--- config.mk ---
export PLATFORM = sky130hd
export DESIGN_NAME = otter_control_unit
export DESIGN_NICKNAME = d
export VERILOG_FILES = /design/src/rtl/otter_control_unit.sv
export SDC_FILE = /design/constraint.sdc
export NUM_CORES = 1
export LEC_CHECK = 0
export ABC_AREA = 1
export CAP_MARGIN = 5
export CORE_MARGIN = 4
export CORE_UTILIZATION = 30
export CTS_BUF_LIST = sky130_fd_sc_hd__clkbuf_8
export DETAILED_ROUTE_END_ITERATION = 16
export PLACE_DENSITY = 0.88
export SKIP_LAST_GASP = 1
export SYNTH_ARGS = -nofsm -noshare
export SYNTH_HDL_FRONTEND = slang
export SYNTH_SLANG_ARGS = --single-unit
--- constraint.sdc ---
create_clock -name CLK -period 1.65 [get_ports CLK]
set_input_delay 0.33 -clock CLK [delete_from_list [all_inputs] [get_ports CLK]]
set_output_delay 0.33 -clock CLK [all_outputs]
set_load 0.02 [all_outputs]
--- src/rtl/otter_control_unit.sv ---
// Multi-cycle control unit for the OTTER RV32I core: sequences FETCH/EXEC/WRITEBACK/INTR
// and decodes the registered instruction into datapath selects and strobes.
//
//   state    | meaning
//   ---------+---------------------------------------------------------------
//   ST_FETCH | instruction read from memory port 1
//   ST_EXEC  | decode IR, update PC, complete every opcode except loads
//   ST_WB    | load data from memory port 2 written into the register file
//   ST_INTR  | interrupt entry: PC <- mtvec, mepc saved, mie cleared
module otter_control_unit (
    input  logic        CLK,
    input  logic        RST,
    input  logic [31:0] IR,
    input  logic        INTR,
    input  logic        BR_EQ,
    input  logic        BR_LT,
    input  logic        BR_LTU,
    output logic        PC_WRITE,
    output logic [2:0]  PC_SOURCE,
    output logic        REG_WRITE,
    output logic [1:0]  RF_WR_SEL,
    output logic [3:0]  ALU_FUN,
    output logic        ALU_SRCA,
    output logic [1:0]  ALU_SRCB,
    output logic        MEM_RDEN1,
    output logic        MEM_RDEN2,
    output logic        MEM_WE2,
    output logic        CSR_WE,
    output logic        INT_TAKEN,
    output logic        MRET_EXEC
);

    typedef enum logic [1:0] {
        ST_FETCH = 2'd0,
        ST_EXEC  = 2'd1,
        ST_WB    = 2'd2,
        ST_INTR  = 2'd3
    } state_t;

    localparam logic [6:0] OPC_LUI    = 7'b0110111;
    localparam logic [6:0] OPC_AUIPC  = 7'b0010111;
    localparam logic [6:0] OPC_JAL    = 7'b1101111;
    localparam logic [6:0] OPC_JALR   = 7'b1100111;
    localparam logic [6:0] OPC_BRANCH = 7'b1100011;
    localparam logic [6:0] OPC_LOAD   = 7'b0000011;
    localparam logic [6:0] OPC_STORE  = 7'b0100011;
    localparam logic [6:0] OPC_OP     = 7'b0110011;
    localparam logic [6:0] OPC_OP_IMM = 7'b0010011;
    localparam logic [6:0] OPC_SYSTEM = 7'b1110011;

    localparam logic [2:0] PCS_PC4    = 3'd0;
    localparam logic [2:0] PCS_JALR   = 3'd1;
    localparam logic [2:0] PCS_BRANCH = 3'd2;
    localparam logic [2:0] PCS_JAL    = 3'd3;
    localparam logic [2:0] PCS_MTVEC  = 3'd4;
    localparam logic [2:0] PCS_MEPC   = 3'd5;

    localparam logic [1:0] WR_PC4  = 2'd0;
    localparam logic [1:0] WR_CSR  = 2'd1;
    localparam logic [1:0] WR_MEM  = 2'd2;
    localparam logic [1:0] WR_ALU  = 2'd3;

    state_t state_q;
    state_t state_d;

    logic [6:0] opcode;
    logic [2:0] funct3;
    logic       br_taken;
    logic       ir_unused;

    assign opcode = IR[6:0];
    assign funct3 = IR[14:12];

    // Register specifiers are consumed by the register file directly, not here.
    assign ir_unused = ^{IR[19:15], IR[11:7]};

    always_comb begin
        br_taken = 1'b0;
        case (funct3)
            3'b000:  br_taken = BR_EQ;
            3'b001:  br_taken = ~BR_EQ;
            3'b100:  br_taken = BR_LT;
            3'b101:  br_taken = ~BR_LT;
            3'b110:  br_taken = BR_LTU;
            3'b111:  br_taken = ~BR_LTU;
            default: br_taken = 1'b0;
        endcase
    end

    always_ff @(posedge CLK) begin
        if (RST) begin
            state_q <= ST_FETCH;
        end else begin
            state_q <= state_d;
        end
    end

    always_comb begin
        state_d   = state_q;
        PC_WRITE  = 1'b0;
        PC_SOURCE = PCS_PC4;
        REG_WRITE = 1'b0;
        RF_WR_SEL = WR_PC4;
        ALU_FUN   = 4'b0000;
        ALU_SRCA  = 1'b0;
        ALU_SRCB  = 2'd0;
        MEM_RDEN1 = 1'b0;
        MEM_RDEN2 = 1'b0;
        MEM_WE2   = 1'b0;
        CSR_WE    = 1'b0;
        INT_TAKEN = 1'b0;
        MRET_EXEC = 1'b0;

        case (state_q)
            ST_FETCH: begin
                MEM_RDEN1 = 1'b1;
                state_d   = ST_EXEC;
            end

            ST_EXEC: begin
                PC_WRITE = 1'b1;
                state_d  = INTR ? ST_INTR : ST_FETCH;
                case (opcode)
                    OPC_LUI: begin
                        ALU_SRCA  = 1'b1;
                        ALU_FUN   = 4'b1001;
                        REG_WRITE = 1'b1;
                        RF_WR_SEL = WR_ALU;
                    end
                    OPC_AUIPC: begin
                        ALU_SRCA  = 1'b1;
                        ALU_SRCB  = 2'd3;
                        REG_WRITE = 1'b1;
                        RF_WR_SEL = WR_ALU;
                    end
                    OPC_JAL: begin
                        PC_SOURCE = PCS_JAL;
                        REG_WRITE = 1'b1;
                        RF_WR_SEL = WR_PC4;
                    end
                    OPC_JALR: begin
                        PC_SOURCE = PCS_JALR;
                        REG_WRITE = 1'b1;
                        RF_WR_SEL = WR_PC4;
                    end
                    OPC_BRANCH: begin
                        PC_SOURCE = br_taken ? PCS_BRANCH : PCS_PC4;
                    end
                    OPC_LOAD: begin
                        ALU_SRCB  = 2'd1;
                        MEM_RDEN2 = 1'b1;
                        // Interrupts wait until the load has written back.
                        state_d   = ST_WB;
                    end
                    OPC_STORE: begin
                        ALU_SRCB = 2'd2;
                        MEM_WE2  = 1'b1;
                    end
                    OPC_OP: begin
                        ALU_FUN   = {IR[30], funct3};
                        REG_WRITE = 1'b1;
                        RF_WR_SEL = WR_ALU;
                    end
                    OPC_OP_IMM: begin
                        // Bit 30 selects srai only; for other immediates it is just data.
                        ALU_FUN   = (funct3 == 3'b101) ? {IR[30], funct3} : {1'b0, funct3};
                        ALU_SRCB  = 2'd1;
                        REG_WRITE = 1'b1;
                        RF_WR_SEL = WR_ALU;
                    end
                    OPC_SYSTEM: begin
                        if (funct3 == 3'b001) begin
                            CSR_WE    = 1'b1;
                            REG_WRITE = 1'b1;
                            RF_WR_SEL = WR_CSR;
                        end else if (funct3 == 3'b000 && IR[31:20] == 12'h302) begin
                            PC_SOURCE = PCS_MEPC;
                            MRET_EXEC = 1'b1;
                        end
                    end
                    default: ;
                endcase
            end

            ST_WB: begin
                REG_WRITE = 1'b1;
                RF_WR_SEL = WR_MEM;
                state_d   = INTR ? ST_INTR : ST_FETCH;
            end

            ST_INTR: begin
                PC_WRITE  = 1'b1;
                PC_SOURCE = PCS_MTVEC;
                INT_TAKEN = 1'b1;
                state_d   = ST_FETCH;
            end

            default: state_d = ST_FETCH;
        endcase

        // Reset aborts whatever is in flight: no strobe may reach the datapath.
        if (RST) begin
            PC_WRITE  = 1'b0;
            PC_SOURCE = PCS_PC4;
            REG_WRITE = 1'b0;
            RF_WR_SEL = WR_PC4;
            ALU_FUN   = 4'b0000;
            ALU_SRCA  = 1'b0;
            ALU_SRCB  = 2'd0;
            MEM_RDEN1 = 1'b0;
            MEM_RDEN2 = 1'b0;
            MEM_WE2   = 1'b0;
            CSR_WE    = 1'b0;
            INT_TAKEN = 1'b0;
            MRET_EXEC = 1'b0;
        end
    end

endmodule
* Word level (Yosys, flattened, before mapping)
Index checks and enable logic that the tools add are counted. W data, S select, Z words.
Storage, ports and cells: register bits after elaboration 2, bits of input ports 38, output and inout bits 20, logic and storage cells 79
Cells by class: eq/ne operators 19, mux-type cells 48, bitwise gates (word level) 3, reduce and logical (&&, ||, !) cells 8
Operators with widths (count):
- $eq A7 B7 Y1 const B | 4
- $mux W1 | 26
- $eq A7 B6 Y1 const B | 3
- $eq A7 B5 Y1 const B | 2
- $eq A12 B10 Y1 const B | 1
- $eq A3 B3 Y1 const B | 4
- $mux W2 | 6
- $mux W4 | 3
- $pmux W3 S4 | 1
- $pmux W4 S3 | 1
- $mux W3 | 3
- $pmux W2 S2 | 2
- $pmux W2 S4 | 1
- $eq A7 B2 Y1 const B | 1
- $pmux W1 S6 | 1
- $pmux W2 S3 | 1
- $pmux W3 S2 | 1
- $reduce_or A2 Y1 | 3
- $reduce_or A6 Y1 | 1
- $eq A2 B2 Y1 const B | 2
- $pmux W1 S2 | 2
- $reduce_or A4 Y1 | 1
- $eq A3 B1 Y1 const B | 1
- $logic_not A3 Y1 | 1
- other kinds (4) | 6

* Longest topological paths before layout
word-level depth 7, mapped depth 8, depth with buffers taken out 8

* Worst setup path after synthesis
Ideal clock, no wire load.
path kind register to output, start register state_q[1], end output ALU_FUN[1], arrival 1.483 ns, required time 1.320 ns, setup slack -0.163 ns, cell stages (with the launch flop) 8, buffers on the path 1, path through dfxtp_1 -> inv_1 -> ha_1 -> inv_1 -> nor2_4 -> inv_1 -> buf_2 -> nor3_1
Between the ends: word-level cells in the longest chain between the ends 3
RTL lines:
- from (decl) | RTL line 63 | state_t state_q;
- from (signal assigned) | RTL line 94 | state_q <= state_d;
- $eq A2 B1 Y1 | RTL line 114 | case (state_q)
- $mux W4 | RTL line 114
- $mux W4 | RTL line 202 | if (RST) begin
- to (decl) | RTL line 22 | output logic [3:0] ALU_FUN,
No other way between the ends.

* Final worst setup path
start register state_q[1], end output PC_SOURCE[0]
Between the ends: word-level cells in the longest chain between the ends 3, elaborated cells between the ends (all ways) 4, classes of those cells 2 x eq/ne; 2 x mux
RTL lines:
- $eq A2 B2 Y1 / $eq A2 B1 Y1 (equally long branches) | RTL line 114
- $pmux W3 S2 (*) | RTL line 114
- $mux W3 (*) | RTL line 202
- to (decl) | RTL line 19 | output logic [2:0] PC_SOURCE,
Mark *: on every way between the ends. The rest lies on a longest branch, timed or not.

==> results.md <==
Min path:
- The path class of the tightest hold or removal check is input pin to flip-flop.
- The startpoint identified for the worst hold timing path is RST.

Synthesis:
- After synthesis, the cell types taking the most area are sky130_fd_sc_hd__inv_1 16%, sky130_fd_sc_hd__nand2_1 16%, sky130_fd_sc_hd__nor2_1 10%, sky130_fd_sc_hd__ha_1 10%, sky130_fd_sc_hd__a21oi_1 8.1%.
- The sequential area share after synthesis is 0.0649.
- The register bit count reported by yosys is 2.
- Dividing the synthesized area by the synthesized cell count gives 5.18 sq um.
- The synthesis warning total is 0.
- The number of different library cells used by synthesis comes to 19.
- The area of the mapped netlist is 617 sq um.
- The synthesized design spends more area on one cell type than any other, namely sky130_fd_sc_hd__inv_1.
- When the netlist entered floorplanning its net count stood at 162.
- The cell count after synthesis came out at 119.
- The share of the synthesized area in the top cell type is 0.164.

Timing:
- Setup repair after global routing could not meet its margin everywhere.
- Across all setup checks in the final design, the least slack found is -0.149 ns.
- The slew at the pin closest to its max-slew limit is 0.238 ns.
- Setup violations remaining at the end of the flow were counted as 17.
- The portion of the clock cycle consumed by the worst path in the final layout is 1.09.
- The final-report max-slew violation count is 0.
- The max-slew headroom at the worst pin is 0.841.
- Subtracting the final worst setup slack from the clock period gives 1.80 ns.
- The number of hold violations in the final report is 0.
- Timing would allow up to 556 MHz.
- The worst clock skew on the final layout is 0.00509 ns.

Die:
- The vertical die dimension is 53.3 microns.
- During I/O placement, the number of pins put on the boundary was 58.
- The floorplan row count is 16.
- The overall die width is 53.3 microns.
- The initial standard-cell utilization of the core is 0.314.
- The core region is 0.00196 sq mm.
- The die covers 0.00285 sq mm.

Finish:
- The largest registers in the layout are state_q (2).
- Compared with the post-synthesis result, the final layout area differs by 161%.
- With fillers left out, the area of the finished cells amounts to 0.00161 sq mm.
- The number of antenna diodes in the final layout is 0.
- The leading cell type in the layout, fill and taps excluded is sky130_fd_sc_hd__buf_4.
- The register with the most flip-flops in the layout has 2 of them.
- After filler insertion, the fill cell instance count of the layout stands at 119.
- Of the cells placed in the final design, the portion with a size suffix greater than 1 is 0.592.
- More flip-flops sit in one register than any other, and that register is state_q.
- In the layout the commonest cells are 35 x sky130_fd_sc_hd__buf_4, 21 x sky130_fd_sc_hd__buf_6, 18 x sky130_fd_sc_hd__inv_1, 18 x sky130_fd_sc_hd__nand2_1, 11 x sky130_fd_sc_hd__dlygate4sd2_1.
- The number of nets in the layout is 246.

Worst setup path:
- The kind of launch point of the worst setup path is a flip-flop.
- The slowest stage of the critical path belongs to the cell sky130_fd_sc_hd__dfxtp_2.
- The required time at the endpoint of the critical path is 1.32 ns.
- The worst register-to-register path begins at state_q[0]$_SDFF_PP0_.
- STA classifies the critical path endpoint as a primary output.
- The category of the most critical setup path is flip-flop to primary output.
- The peak per-stage delay on the critical path is 0.31 ns.
- The cell occurring most often along the worst timing path is sky130_fd_sc_hd__inv_2.
- Walking the worst path, the cells encountered are inv_2 > ha_4 > inv_4 > nor2_4 > inv_2 > nor3_2 > nand2_1 > o21ai_1 > buf_4.
- The cell class contributing the biggest share of worst-path delay is buffers and inverters.
- In this run the worst path has a maximum fanout of 3.
- Counting both buffers and inverters, the worst setup path holds a total of 4.
- The worst setup path startpoint is state_q[1]$_SDFF_PP0_.
- At the worst endpoint, the arrival time is 1.47 ns.

Clocking:
- Buffers inserted to repair hold after CTS numbered 0.
- The sink count of the clock tree is 2.
- No sink is reached through more buffers than the 2 on the longest clock path.
- The tree is rooted in a sky130_fd_sc_hd__clkbuf_8.
- CTS built an H-tree with a depth of 1.
- The CTS tree is done.
- The clock transition at the register clock pins on the worst setup and hold paths after CTS is 0.03 ns.
- Counting the buffers created by CTS gives 3.
- The insertion delay to the later sink of the worst-skew pair is 0.21 ns.

Routing:
- For this block, the initial DRC count from the detailed router was 31.
- The number of nets with antenna violations after routing is 0.
- The final layout contains routed wiring with a total length of 4.18 mm.
- The first-pass iteration count of the detailed router is 4.
- The average wire length per cell after detail routing is 18.3 microns.
- The post-detailed-route via-to-cell ratio is 5.44.
- The routed layout has 1241 vias.
- In the routed design, unresolved DRC markers number 0.

Placed design:
- The number of buffers added on ports is 47.
- The weighted congestion reported at the end of routability-driven placement is 0.817.
- The worst slack at placement is -0.915 ns.
- After detailed placement, the total cell area comes to 0.00128 sq mm.
- The HPWL after detailed placement is 2.17 mm.

Status:
- The final reports fail on setup timing.
- The flow ran to the end, but the final reports show violations.

GRT:
- In the global route stage, met2 resource usage came out at 0.510.
- For this run, global-route usage on met1 was measured as 0.216.
- The initial antenna violation count came to 0.
- The most used routing layer is met2.
- For met3 alone, demand over resource in global routing was 0.0648.
- The residual overflow from global routing is 0.
- The via count of the first global-routing pass was 1247.
- The maximum number of pins on one net before global-route repair is 8.
- Across every metal layer, demand over resource in global routing totals 0.265.
- The first global-routing pass estimated 5.46 mm of wire.

Power and ir drop:
- VDD sags by at most 0.530 mV.
- The power density of the placed cells is 336 mW/mm^2.
- The leakage power of the design is 0.795 nW.

Flow run:
- Across the run, the number of max-cap violations was 0.
through the flow:
step           TNS [ns]   util  cells  power, mW  hold WS (ns)
2_1_floorplan    -0.407      -    119      0.136         0.462
3_3_place_gp     -14.29  0.651    213      0.264         0.809
3_5_place_dp     -15.09  0.651    213      0.273         0.840
4_1_cts          -0.744  0.721    224      0.487         0.661
5_1_grt           -2.66  0.821    228      0.569         0.700
6_report          -1.51  0.821    228      0.541         0.667
synthesized netlist by cell type:
master                     instances
sky130_fd_sc_hd__a21oi_1          10
sky130_fd_sc_hd__buf_2             2
sky130_fd_sc_hd__dfxtp_1           2
sky130_fd_sc_hd__ha_1              5
sky130_fd_sc_hd__inv_1            27
sky130_fd_sc_hd__nand2_1          27
sky130_fd_sc_hd__nand2_2           1
sky130_fd_sc_hd__nand3_1           7
sky130_fd_sc_hd__nand3b_2          1
sky130_fd_sc_hd__nand4_1           4
sky130_fd_sc_hd__nor2_1           17
sky130_fd_sc_hd__nor2_4            2
sky130_fd_sc_hd__nor3_1            5
sky130_fd_sc_hd__nor3_4            1
sky130_fd_sc_hd__o21a_1            1
sky130_fd_sc_hd__o21ai_0           3
sky130_fd_sc_hd__o21ai_1           1
sky130_fd_sc_hd__o22ai_1           2
sky130_fd_sc_hd__or2_1             1
what timing repair did:
item | 4_1_cts | 5_1_grt
endpoints found under the setup margin | 20 | 20
pin swaps | 32 | 15
setup buffers | 7 | 5
gates cloned | 1 | 0
gates resized for setup | 177 | 61
cells by family after synthesis:
kind of cell    synth area share
flops                     0.0649
fa+ha+maj                  0.101
buf+inv                    0.181
simple gates               0.507
compound gates             0.146
worst register-to-register path, stage by stage, from the launching register on:
cell	delay (ns)
sky130_fd_sc_hd__dfxtp_4	0.35
sky130_fd_sc_hd__buf_4	0.12
sky130_fd_sc_hd__inv_2	0.05
sky130_fd_sc_hd__buf_4	0.14
sky130_fd_sc_hd__ha_4	0.16
sky130_fd_sc_hd__buf_4	0.12
sky130_fd_sc_hd__nand2_1	0.06
sky130_fd_sc_hd__inv_1	0.05
sky130_fd_sc_hd__o21ai_0	0.15
sky130_fd_sc_hd__a21oi_1	0.06
metal layers:
metal  vias to the layer above  part of all wire
met1                       566              0.33
li1                        541                 -
met5                         -                 0
met3                        36             0.083
met2                        98              0.51
met4                         0             0.076
final cells by class:
type / instances / area [sq um] / share of cell area
Inverter: 27 / 104 / 0.0645
Multi-Input combinational cell: 88 / 691 / 0.429
Timing Repair Buffer: 81 / 696 / 0.432
Clock buffer: 3 / 41.3 / 0.0256
Sequential cell: 2 / 45.0 / 0.0280
Tap cell: 27 / 33.8 / 0.0210
path summary, 6_finish.rpt:
path | to | slack, ns | cells past startpoint
setup reg to reg | state_q[1]$_SDFF_PP0_ | 0.28 | 9
hold / removal | state_q[0]$_SDFF_PP0_ | 0.67 | 3
setup / recovery | PC_SOURCE[0] | -0.15 | 9
hold reg to reg | state_q[1]$_SDFF_PP0_ | 0.90 | 6
report_power, final:
group / internal (mW) / switching [mW] / total [mW]
registers: 0.0521 / 0.00359 / 0.0557
logic: 0.139 / 0.156 / 0.295
clock network: 0.154 / 0.0361 / 0.190
total: 0.345 / 0.196 / 0.541
No activity file was read; power rests on OpenSTA's default activity.
